### src/rtl/rv_pkg.sv
// Shared RISC-V load/store encodings and the LSU state type.
package rv_pkg;

  localparam logic [6:0] OPC_LOAD  = 7'b0000011;
  localparam logic [6:0] OPC_STORE = 7'b0100011;

  localparam logic [2:0] F3_B  = 3'b000;
  localparam logic [2:0] F3_H  = 3'b001;
  localparam logic [2:0] F3_W  = 3'b010;
  localparam logic [2:0] F3_BU = 3'b100;
  localparam logic [2:0] F3_HU = 3'b101;

  typedef enum logic [1:0] {
    IDLE = 2'd0,
    REQ  = 2'd1,
    RESP = 2'd2
  } lsu_state_t;

  // Unsigned sub-word variants only make sense for loads.
  function automatic logic f3_legal(input logic is_store, input logic [2:0] f3);
    case (f3)
      F3_B, F3_H, F3_W: return 1'b1;
      F3_BU, F3_HU:     return !is_store;
      default:          return 1'b0;
    endcase
  endfunction

endpackage

### src/rtl/lsu_mem_ctrl_if.sv
// Word-wide req/ack data-memory port between the LSU (master) and memory (slave).
interface lsu_mem_ctrl_if #(
  parameter int ADDR_W = 16
);
  logic              mem_req;
  logic              mem_we;
  logic [ADDR_W-1:0] mem_addr;
  logic [3:0]        mem_be;
  logic [31:0]       mem_wdata;
  logic [31:0]       mem_rdata;
  logic              mem_ack;

  modport master (
    output mem_req, mem_we, mem_addr, mem_be, mem_wdata,
    input  mem_rdata, mem_ack
  );

  modport slave (
    input  mem_req, mem_we, mem_addr, mem_be, mem_wdata,
    output mem_rdata, mem_ack
  );
endinterface

### src/rtl/lsu_align.sv
// Lane steering for the LSU: byte enables, store replication, load extraction.
// LSU_MISALIGN_TRAP_EN adds the misalign_o flag; otherwise offsets are forced aligned.
module lsu_align
  import rv_pkg::*;
(
  input  logic [2:0]  funct3_i,
  input  logic [1:0]  off_i,
  input  logic [31:0] store_data_i,
  input  logic [31:0] mem_rdata_i,
  output logic [3:0]  be_o,
  output logic [31:0] wdata_o,
  output logic [31:0] load_val_o
`ifdef LSU_MISALIGN_TRAP_EN
  ,
  output logic        misalign_o
`endif
);

  logic        is_half;
  logic        is_word;
  logic        sign_ext;
  logic [1:0]  eff_off;
  logic [15:0] lane;

  assign is_half  = (funct3_i[1:0] == 2'b01);
  assign is_word  = (funct3_i[1:0] == 2'b10);
  assign sign_ext = !funct3_i[2];

  // Halves drop addr[0], words drop addr[1:0]; a trapping access never reaches memory.
  assign eff_off = is_word ? 2'b00 : (is_half ? {off_i[1], 1'b0} : off_i);
  assign lane    = 16'(mem_rdata_i >> {eff_off, 3'b000});

  always_comb begin
    // NOTE: every output gets a default before the case so no path leaves one unassigned and no latch is inferred.
    be_o       = 4'b0000;
    wdata_o    = store_data_i;
    load_val_o = mem_rdata_i;
    case (funct3_i[1:0])
      2'b00: begin
        be_o       = 4'b0001 << eff_off;
        wdata_o    = {4{store_data_i[7:0]}};
        load_val_o = {{24{lane[7] & sign_ext}}, lane[7:0]};
      end
      2'b01: begin
        be_o       = 4'b0011 << eff_off;
        wdata_o    = {2{store_data_i[15:0]}};
        load_val_o = {{16{lane[15] & sign_ext}}, lane[15:0]};
      end
      2'b10: begin
        be_o = 4'b1111;
      end
      default: ;
    endcase
  end

`ifdef LSU_MISALIGN_TRAP_EN
  assign misalign_o = (is_half & off_i[0]) | (is_word & (|off_i));
`endif

endmodule

### src/rtl/lsu_mem_ctrl.sv
// Load/store unit: one req/ack memory transaction per accepted LOAD/STORE.
// LSU_MISALIGN_TRAP_EN turns misaligned half/word accesses into err+misalign with no memory access.
module lsu_mem_ctrl
  import rv_pkg::*;
#(
  parameter int ADDR_W  = 16,
  parameter int TIMEOUT = 255
) (
  input  logic        clk,
  input  logic        rst_n,
  input  logic        start,
  input  logic [6:0]  opcode,
  input  logic [2:0]  funct3,
  input  logic [31:0] addr,
  input  logic [31:0] store_data,
  input  logic [4:0]  rd,
  output logic        busy,
  output logic        done,
  output logic        err,
  output logic        wb_en,
  output logic [4:0]  wb_rd,
  output logic [31:0] load_data,
`ifdef LSU_MISALIGN_TRAP_EN
  output logic        misalign,
`endif
  lsu_mem_ctrl_if.master mem
);

  localparam int CNT_W = (TIMEOUT > 0) ? $clog2(TIMEOUT + 1) : 1;
  localparam logic [CNT_W-1:0] TO_LAST = CNT_W'((TIMEOUT > 0) ? TIMEOUT - 1 : 0);

  lsu_state_t        state_q;
  logic              busy_q, done_q, err_q, wb_en_q;
  logic [4:0]        wb_rd_q, rd_q;
  logic [31:0]       load_data_q, lres_q;
  logic              we_q, fail_q;
  logic [2:0]        funct3_q;
  logic [1:0]        off_q;
  logic [CNT_W-1:0]  cnt_q;
  logic              mem_req_q, mem_we_q;
  logic [ADDR_W-1:0] mem_addr_q;
  logic [3:0]        mem_be_q;
  logic [31:0]       mem_wdata_q;
`ifdef LSU_MISALIGN_TRAP_EN
  logic              misalign_q, mis_pend_q;
  logic              al_mis;
`endif

  logic        idle, is_store, accept, legal, trap;
  logic [2:0]  al_f3;
  logic [1:0]  al_off;
  logic [3:0]  al_be;
  logic [31:0] al_wdata, al_load;
  logic        addr_hi_unused;

  assign addr_hi_unused = ^addr[31:ADDR_W];

  assign idle     = (state_q == IDLE);
  assign is_store = (opcode == OPC_STORE);
  assign accept   = start && !busy_q && (opcode == OPC_LOAD || is_store);
  assign legal    = f3_legal(is_store, funct3);

  // The aligner serves the incoming request in IDLE and the captured one while waiting for ack.
  assign al_f3  = idle ? funct3 : funct3_q;
  assign al_off = idle ? addr[1:0] : off_q;

`ifdef LSU_MISALIGN_TRAP_EN
  assign trap = al_mis;
`else
  assign trap = 1'b0;
`endif

  lsu_align u_align (
    .funct3_i    (al_f3),
    .off_i       (al_off),
    .store_data_i(store_data),
    .mem_rdata_i (mem.mem_rdata),
    .be_o        (al_be),
    .wdata_o     (al_wdata),
    .load_val_o  (al_load)
`ifdef LSU_MISALIGN_TRAP_EN
    ,
    .misalign_o  (al_mis)
`endif
  );

  always_ff @(posedge clk or negedge rst_n) begin
    if (!rst_n) begin
      state_q     <= IDLE;
      busy_q      <= 1'b0;
      done_q      <= 1'b0;
      err_q       <= 1'b0;
      wb_en_q     <= 1'b0;
      wb_rd_q     <= '0;
      load_data_q <= '0;
      lres_q      <= '0;
      we_q        <= 1'b0;
      fail_q      <= 1'b0;
      funct3_q    <= '0;
      off_q       <= '0;
      rd_q        <= '0;
      cnt_q       <= '0;
      mem_req_q   <= 1'b0;
      mem_we_q    <= 1'b0;
      mem_addr_q  <= '0;
      mem_be_q    <= '0;
      mem_wdata_q <= '0;
`ifdef LSU_MISALIGN_TRAP_EN
      misalign_q  <= 1'b0;
      mis_pend_q  <= 1'b0;
`endif
    end else begin
      // NOTE: state updates use <= so every flop samples pre-edge values regardless of statement order.
      done_q  <= 1'b0;
      err_q   <= 1'b0;
      wb_en_q <= 1'b0;
`ifdef LSU_MISALIGN_TRAP_EN
      misalign_q <= 1'b0;
`endif
      // busy stays up through the done cycle, which enforces the 4-cycle start spacing.
      if (done_q) busy_q <= 1'b0;

      case (state_q)
        IDLE: begin
          if (accept) begin
            busy_q   <= 1'b1;
            we_q     <= is_store;
            funct3_q <= funct3;
            off_q    <= addr[1:0];
            rd_q     <= rd;
`ifdef LSU_MISALIGN_TRAP_EN
            mis_pend_q <= trap && legal;
`endif
            if (!legal || trap) begin
              state_q <= RESP;
              fail_q  <= 1'b1;
            end else begin
              state_q     <= REQ;
              fail_q      <= 1'b0;
              cnt_q       <= '0;
              mem_req_q   <= 1'b1;
              mem_we_q    <= is_store;
              mem_addr_q  <= {addr[ADDR_W-1:2], 2'b00};
              mem_be_q    <= al_be;
              mem_wdata_q <= al_wdata;
            end
          end
        end

        REQ: begin
          if (mem.mem_ack) begin
            state_q   <= RESP;
            mem_req_q <= 1'b0;
            if (!we_q) lres_q <= al_load;
          end else if (TIMEOUT != 0 && cnt_q == TO_LAST) begin
            state_q   <= RESP;
            mem_req_q <= 1'b0;
            fail_q    <= 1'b1;
          end else if (cnt_q != '1) begin
            cnt_q <= cnt_q + 1'b1;
          end
        end

        RESP: begin
          state_q <= IDLE;
          done_q  <= 1'b1;
          err_q   <= fail_q;
          wb_en_q <= !we_q && !fail_q && (rd_q != 5'd0);
          wb_rd_q <= rd_q;
          if (!we_q && !fail_q) load_data_q <= lres_q;
`ifdef LSU_MISALIGN_TRAP_EN
          misalign_q <= mis_pend_q;
`endif
        end

        default: state_q <= IDLE;
      endcase
    end
  end

  assign busy          = busy_q;
  assign done          = done_q;
  assign err           = err_q;
  assign wb_en         = wb_en_q;
  assign wb_rd         = wb_rd_q;
  assign load_data     = load_data_q;
`ifdef LSU_MISALIGN_TRAP_EN
  assign misalign      = misalign_q;
`endif
  assign mem.mem_req   = mem_req_q;
  assign mem.mem_we    = mem_we_q;
  assign mem.mem_addr  = mem_addr_q;
  assign mem.mem_be    = mem_be_q;
  assign mem.mem_wdata = mem_wdata_q;

endmodule

### src/flat_wrapper.sv
// flat-port wrapper written by rule: the top's interface ports become plain ports
module lsu_mem_ctrl_flat import rv_pkg::*;
#(
  parameter int ADDR_W  = 16,
  parameter int TIMEOUT = 255
)
  (clk, rst_n, start, opcode, funct3, addr, store_data, rd, busy, done, err, wb_en, wb_rd, load_data, mem_mem_req, mem_mem_we, mem_mem_addr, mem_mem_be, mem_mem_wdata, mem_mem_rdata, mem_mem_ack);
  lsu_mem_ctrl_if #(.ADDR_W(ADDR_W)) mem_i ();
  input  logic clk;
  input  logic rst_n;
  input  logic start;
  input  logic [6:0] opcode;
  input  logic [2:0] funct3;
  input  logic [31:0] addr;
  input  logic [31:0] store_data;
  input  logic [4:0] rd;
  output logic busy;
  output logic done;
  output logic err;
  output logic wb_en;
  output logic [4:0] wb_rd;
  output logic [31:0] load_data;
  output wire logic [$bits(mem_i.mem_req)-1:0] mem_mem_req;
  output wire logic [$bits(mem_i.mem_we)-1:0] mem_mem_we;
  output wire logic [$bits(mem_i.mem_addr)-1:0] mem_mem_addr;
  output wire logic [$bits(mem_i.mem_be)-1:0] mem_mem_be;
  output wire logic [$bits(mem_i.mem_wdata)-1:0] mem_mem_wdata;
  input wire logic [$bits(mem_i.mem_rdata)-1:0] mem_mem_rdata;
  input wire logic [$bits(mem_i.mem_ack)-1:0] mem_mem_ack;
  assign mem_mem_req = mem_i.mem_req;
  assign mem_mem_we = mem_i.mem_we;
  assign mem_mem_addr = mem_i.mem_addr;
  assign mem_mem_be = mem_i.mem_be;
  assign mem_mem_wdata = mem_i.mem_wdata;
  assign mem_i.mem_rdata = mem_mem_rdata;
  assign mem_i.mem_ack = mem_mem_ack;
  lsu_mem_ctrl #(.ADDR_W(ADDR_W), .TIMEOUT(TIMEOUT)) u_core (.clk(clk), .rst_n(rst_n), .start(start), .opcode(opcode), .funct3(funct3), .addr(addr), .store_data(store_data), .rd(rd), .busy(busy), .done(done), .err(err), .wb_en(wb_en), .wb_rd(wb_rd), .load_data(load_data), .mem(mem_i));
endmodule
### config.mk
export PLATFORM = sky130hd
export DESIGN_NAME = lsu_mem_ctrl_flat
export DESIGN_NICKNAME = d
export VERILOG_FILES = /design/src/rtl/rv_pkg.sv /design/src/rtl/lsu_mem_ctrl_if.sv /design/src/rtl/lsu_align.sv /design/src/rtl/lsu_mem_ctrl.sv /design/src/flat_wrapper.sv
export SDC_FILE = /design/constraint.sdc
export NUM_CORES = 1
export LEC_CHECK = 0
export CORE_UTILIZATION = 45
export DETAILED_ROUTE_END_ITERATION = 10
export GPL_TIMING_DRIVEN = 0
export PLACE_DENSITY = 0.78
export REMOVE_ABC_BUFFERS = 1
export SLEW_MARGIN = 10
export SYNTH_ARGS = -nofsm -noshare
export SYNTH_HDL_FRONTEND = slang
export SYNTH_SLANG_ARGS = --single-unit
### constraint.sdc
create_clock -name clk -period 3.2 [get_ports clk]
set_clock_uncertainty 0.1 [all_clocks]
set_input_delay 0.64 -clock clk [delete_from_list [all_inputs] [get_ports clk]]
set_output_delay 0.64 -clock clk [all_outputs]
set_load 0.02 [all_outputs]
Word level (Yosys, flattened, before mapping):

Index checks and enable logic that the tools add are counted.

* flip-flop bits (word level): 147
* bits of input ports: 115
* output and inout port bits: 95
* word-level logic and storage cells: 105

* $add $sub $neg: 1
* equality and inequality tests: 19
* shift-type cells: 3
* multiplexer cells: 35
* bitwise gates (word level): 3
* reductions and logical operators: 25

Operators by type and width (number)
* case mux 32 bit (2 select lines): 2
* two-way mux 8 bit: 5
* right shift 32 x 5 -> 16 bit: 1
* case mux 8 bit (2 select lines): 1
* two-way mux 1 bit: 15
* two-way mux 2 bit: 6
* case mux 4 bit (3 select lines): 1
* adder 8 x 1 -> 8 bit (second input constant): 1
* == test 8 bit (second input constant): 1
* != test 2 bit (second input constant): 4
* != test 8 bit (second input constant): 1
* AND reduction 4 bit: 2
* == test 7 x 2 -> 1 bit (second input constant): 1
* == test 7 x 6 -> 1 bit (second input constant): 1
* == test 3 bit (second input constant): 2
* case mux 1 bit (2 select lines): 3
* AND reduction 2 bit: 3
* AND reduction 3 bit: 2
* AND reduction 6 bit: 1
* zero test 1 bit: 5
* nonzero test 5 bit: 1
* == test 2 x 1 -> 1 bit (second input constant): 2
* == test 2 bit (second input constant): 2
* logical AND 1 bit: 4
* 16 further kinds: 19

Depth between registers and ports, before layout:

* depth after elaboration: 8
* depth in mapped cells: 10
* depth with buffers taken out: 8

Hierarchy:

A second synthesis with hierarchy kept.

* cells, all modules: 678
* area total of the unflattened synthesis: 7170.6 µm²

Modules (own cells, without submodules)
* lsu_mem_ctrl: instances 1, cells each 480, area an instance 5828.1 µm², sequential area each 3678.5 µm²
* lsu_align: instances 1, cells each 198, area an instance 1342.5 µm², sequential area each 0.0 µm²

Worst setup path before layout:

No wires, ideal clock.

* path type: input-to-reg
* start: input port opcode[2]
* end: register u_core.cnt_q[3]
* library setup time: 0.069 ns
* data arrival time: 2.362 ns
* required time: 3.031 ns
* slack: 0.669 ns
* cell stages on the path: 7
* path buffers: 1
* cells stage by stage: nand4bb_1 -> or4_1 -> clkbuf_1 -> o31ai_1 -> nand2_1 -> or4b_1 -> nand3_1

* word-level cells in the longest chain between the ends: 5
* elaborated cells between the ends (all ways): 9
* those cells by class: 4 x eq/ne; 1 x mux; 4 x reduce/logical

RTL lines
* start: declaration: line flat_wrapper.sv:12 `input logic [6:0] opcode;`
* == test 7 x 6 -> 1 bit / == test 7 x 2 -> 1 bit (equally long branches): line lsu_mem_ctrl.sv:59, lsu_mem_ctrl.sv:60
* zero test 1 bit / logical OR 1 bit (equally long branches): line rv_pkg.sv:23, lsu_mem_ctrl.sv:60
* case mux 1 bit (2 select lines) / logical AND 1 bit (equally long branches): line rv_pkg.sv:21, lsu_mem_ctrl.sv:60
* != test 2 bit (no line)
* AND reduction 6 bit (no line) *
* end signal: assignment: line lsu_mem_ctrl.sv:160 `cnt_q <= cnt_q + 1'b1;`
* end: declaration: line lsu_mem_ctrl.sv:39 `logic [CNT_W-1:0] cnt_q;`

Every way passes the cells marked *; elsewhere a longest branch is shown, timed or not.
A chain may end at the register's enable or synchronous reset.

Final worst setup path:

* start: register u_core.state_q[0]
* end: register u_core.lres_q[11]

* word-level cells in the longest chain between the ends: 8
* elaborated cells between the ends (all ways): 14
* those cells by class: 3 x eq/ne; 1 x shift; 5 x mux; 1 x bitwise; 4 x reduce/logical

RTL lines
* start: declaration: line lsu_mem_ctrl.sv:32 `lsu_state_t state_q;`
* start signal: assignment: line lsu_mem_ctrl.sv:89 `state_q <= IDLE;`
* start signal: assignment: line lsu_mem_ctrl.sv:135 `state_q <= RESP;`
* start signal: assignment: line lsu_mem_ctrl.sv:138 `state_q <= REQ;`
* zero test 2 bit: line lsu_mem_ctrl.sv:58 `assign idle = (state_q == IDLE);`
* two-way mux 3 bit: line lsu_mem_ctrl.sv:64 `assign al_f3 = idle ? funct3 : funct3_q;`
* == test 2 x 1 -> 1 bit: line lsu_align.sv:25, lsu_align.sv:38
* two-way mux 1 bit: line lsu_align.sv:30 `assign eff_off = is_word ? 2'b00 : (is_half ? {off_i[1], 1'b0} : off_i);`
* two-way mux 2 bit: line lsu_align.sv:30
* right shift 32 x 5 -> 16 bit: line lsu_align.sv:31 `assign lane = 16'(mem_rdata_i >> {eff_off, 3'b000});`
* AND 1 bit: line lsu_align.sv:42 `load_val_o = {{24{lane[7] & sign_ext}}, lane[7:0]};`
* case mux 32 bit (2 select lines): line lsu_align.sv:38 `case (funct3_i[1:0])`
* end signal: assignment: line lsu_mem_ctrl.sv:154 `if (!we_q) lres_q <= al_load;`
* end: declaration: line lsu_mem_ctrl.sv:35 `logic [31:0] load_data_q, lres_q;`

Parallel ways exist; a longest one is shown, timed or not.

==> impl_metrics.ini <==
[detailed_routing]
drc = 0
dr.pass1.iters = 7
drtIter0Drc = 322
vias = 5600
ant_nets = 0
wirelength_mm = 18.3
wl_per_cell_um = 18.0
vias_per_cell = 5.50

[cells_and_area]
stdcell_count = 1018
nets = 939
multiInputGateArea_um2 = 2900
regArea_um2 = 3680
fin_area_um2 = 9570
num_antenna_cells = 0
syn_to_final_growth_pct = 42.0
n_fill_cell = 1083
drive_gt1_frac = 0.162

[worst_setup_path]
cp.required_ns = 3.40
cp_data_arrival_time_ns = 3.28
rrSetupSlack_ns = 0.12
reg2regPathDepth = 5
rr_startpoint = u_core.state_q[0]
start_kind = flip-flop
cp_max_fo = 30
endpoint_kind = flip-flop
crit_type = flip-flop to flip-flop
crit-reg2reg-capture = u_core.lres_q[11]

[logic_synthesis]
synth_cell_type_count = 62
synthFlopType = dfrtp_1
synth-edff-count = 0
synth_cells = 636
async_reset_ff_frac = 1.00
synth_area_um2 = 6740
synth_compound_area_frac = 0.140
yosys.area_share.simple = 0.150
yosysWarnings = 0
ys_seq_area_frac = 0.546
synth_top_family_by_area = simple AND/OR/NAND/NOR gates
synth_xor_xnor_area_share = 0
avgSynthCellArea_um2 = 10.6
ys_seq_elements = 147
synthAdderAreaFrac = 0.00371
muxShareOfSynthArea = 0.128

[place]
dp.cells = 983
place.gp.congestion = 0.841
portBuffers = 191
dpl_cell_area_um2 = 8830
dp_hpwl_mm = 12.6

[global_route]
first_global_vias = 5947
track_usage = 0.244
grt_antenna_before_repair = 0
grt-ovfl-total = 0
grt_max_degree = 75
grt_first_pass_wirelength_mm = 29.6

[sta]
setup_viol = 0
rsz0062_at_grt = no
fin_crit_ns = 3.08
slew_viol_final = 0
fmaxAchievable_mhz = 324
period_share = 0.964
final_hold_viol_count = 0
relSlewSlack = 0.346
tightest_slew_ns = 0.973

[run]
max_cap_viol_count = 0

[cts]
numCtsBuffers = 17
path_clk_slew_ns = 0.06
postCtsHoldBufs = 0
clk_path_buf_depth = 2
clock_latency_ns = 0.41
ctsHtreeMaxLevel = 4
cts_tree = done
cts-root-buf = clkbuf_16
cts_sinks = 147

[pwr]
irDropWorstVdd_mv = 0.344
p_per_area_nw_per_um2 = 474
p_leak_nw = 4.33

[die]
die-height_um = 124
die_w_um = 124
core_um2 = 14600
die_area_um2 = 15500
ios = 210
rows = 44
initial_core_util = 0.462

[worst_hold_path]
min_path_type = input pin to async pin

[outcome]
status = completed
## sequential cells by signal, summed over array words and instances, names as in the netlist, 2 cells and up
| signal | count |
|---|---|
| u_core.off_q | 2 |
| u_core.mem.mem_addr | 14 |
| u_core.funct3_q | 3 |
| u_core.mem.mem_be | 4 |
| u_core.lres_q | 32 |
| u_core.cnt_q | 8 |
| u_core.state_q | 2 |
| u_core.rd_q | 5 |
| u_core.mem.mem_wdata | 32 |
| u_core.wb_rd | 5 |
| u_core.load_data | 32 |
## metrics by stage
stage / worst slack [ns] / TNS (ns) / total power, mW / hold WS (ns) / utilization
floorplan: -0.617 / -17.90 / 2.10 / 0.244 / -
global route: 0.0442 / 0 / 4.67 / 0.106 / 0.656
global placement: -4.35 / -792.41 / 2.31 / 0.357 / 0.596
detailed placement: -0.705 / -33.17 / 2.33 / 0.347 / 0.606
finish: 0.116 / 0 / 4.53 / 0.0788 / 0.656
CTS: 0.109 / 0 / 4.57 / 0.107 / 0.655
## synth_stat cells (all sizes together) (3+ instances only)
cell	count	area [µm²]
dfrtp	147	3680
nand2	140	526
mux2	56	634
o22a	8	70.1
nor2	44	168
o21a	4	31.3
nand3	10	50.1
or3	4	25.0
o221ai	3	32.5
buf	15	106
o21ai	36	184
o22ai	16	100
clkbuf	22	82.6
inv	7	26.3
and2	3	20.0
a31oi	8	50.1
or4	4	33.8
a21oi	41	243
or4b	4	43.8
a22o	8	70.1
nor3	6	35.0
mux2i	20	225
nand2b	3	18.8
## layer usage
layer,part of all wire,vias to the layer above,track usage,wire length (µm)
li1,-,2594,-,-
met1,0.41,2743,0.289,7510
met2,0.49,238,0.417,8970
met3,0.083,25,0.0795,1520
met4,0.017,0,0.0773,311
met5,0,-,0,0
## how the worst max path moves through the flow
stage | start | end | slack [ns] | cells past startpoint
2_1_floorplan | u_core.state_q[0] | u_core.lres_q[0] | -0.62 | 5
3_3_place_gp | rst_n | u_core.mem.mem_addr[12] | -4.35 | 1
3_5_place_dp | opcode[3] | u_core.mem.mem_wdata[22] | -0.70 | 6
4_1_cts | u_core.state_q[0] | u_core.lres_q[11] | 0.11 | 5
5_1_grt | u_core.state_q[0] | u_core.lres_q[11] | 0.04 | 5
6_report | u_core.state_q[0] | u_core.lres_q[11] | 0.12 | 5
## final cells by class
type | count | share of cell area
sequential | 147 | 0.385
inverter | 7 | 0.00275
tap | 184 | 0.0241
multi-input combinational | 447 | 0.303
clock buffer | 23 | 0.0521
clock inverter | 8 | 0.0179
timing repair buffer | 202 | 0.216
## worst max-delay path, cell delays in order, from the launching register on
cell,delay (ns)
dfrtp_2,0.70
or2_1,0.41
mux2i_2,0.79
o21ai_1,0.48
a22o_1,0.32
o22a_1,0.16
## cell families (layout without fill, tap and decap cells)
kind of cell             count (synthesis)  count (layout)
AO/OA/AOI/OAI                          137             137
adder cells (fa/ha/maj)                  2               2
buffers and inverters                   44             240
flip-flops                             147             147
multiplexers                            76              76
other                                    1               2
AND/OR/NAND/NOR                        229             230
## cells in the final DEF (no fill, tap or decap), types with 3 or more instances in the layout
master / instances
o22a_1: 8
mux2_2: 55
nand2b_1: 3
nor3_1: 4
dfrtp_1: 146
or4b_1: 3
a22o_1: 8
or3_1: 3
nand2_1: 140
o21ai_1: 4
nor2_1: 42
a21oi_2: 12
inv_1: 7
o21ai_0: 30
a31oi_1: 8
buf_8: 3
bufinv_16: 5
clkbuf_8: 5
o22ai_1: 16
a21oi_1: 29
o21a_1: 3
clkbuf_16: 17
clkdlybuf4s50_1: 190
nand3_1: 10
buf_4: 5
or4_1: 3
mux2i_1: 17
## report_power, final
group          switching (mW)  total (mW)  leakage [nW]  internal (mW)
clock network           0.742        2.23         0.325           1.48
logic                   0.186       0.388          2.04          0.201
registers              0.0207        1.92          1.96           1.90
## repair_timing
action / 4_1_cts / 5_1_grt
setup endpoints to repair: 61 / 3
pin swaps: 3 / 0
cloned: 1 / 0
buffers inserted: 3 / 0
gates resized for setup: 5 / 1
endpoints found under the hold margin: 0 / 0
(Power assumes the default switching activity.)
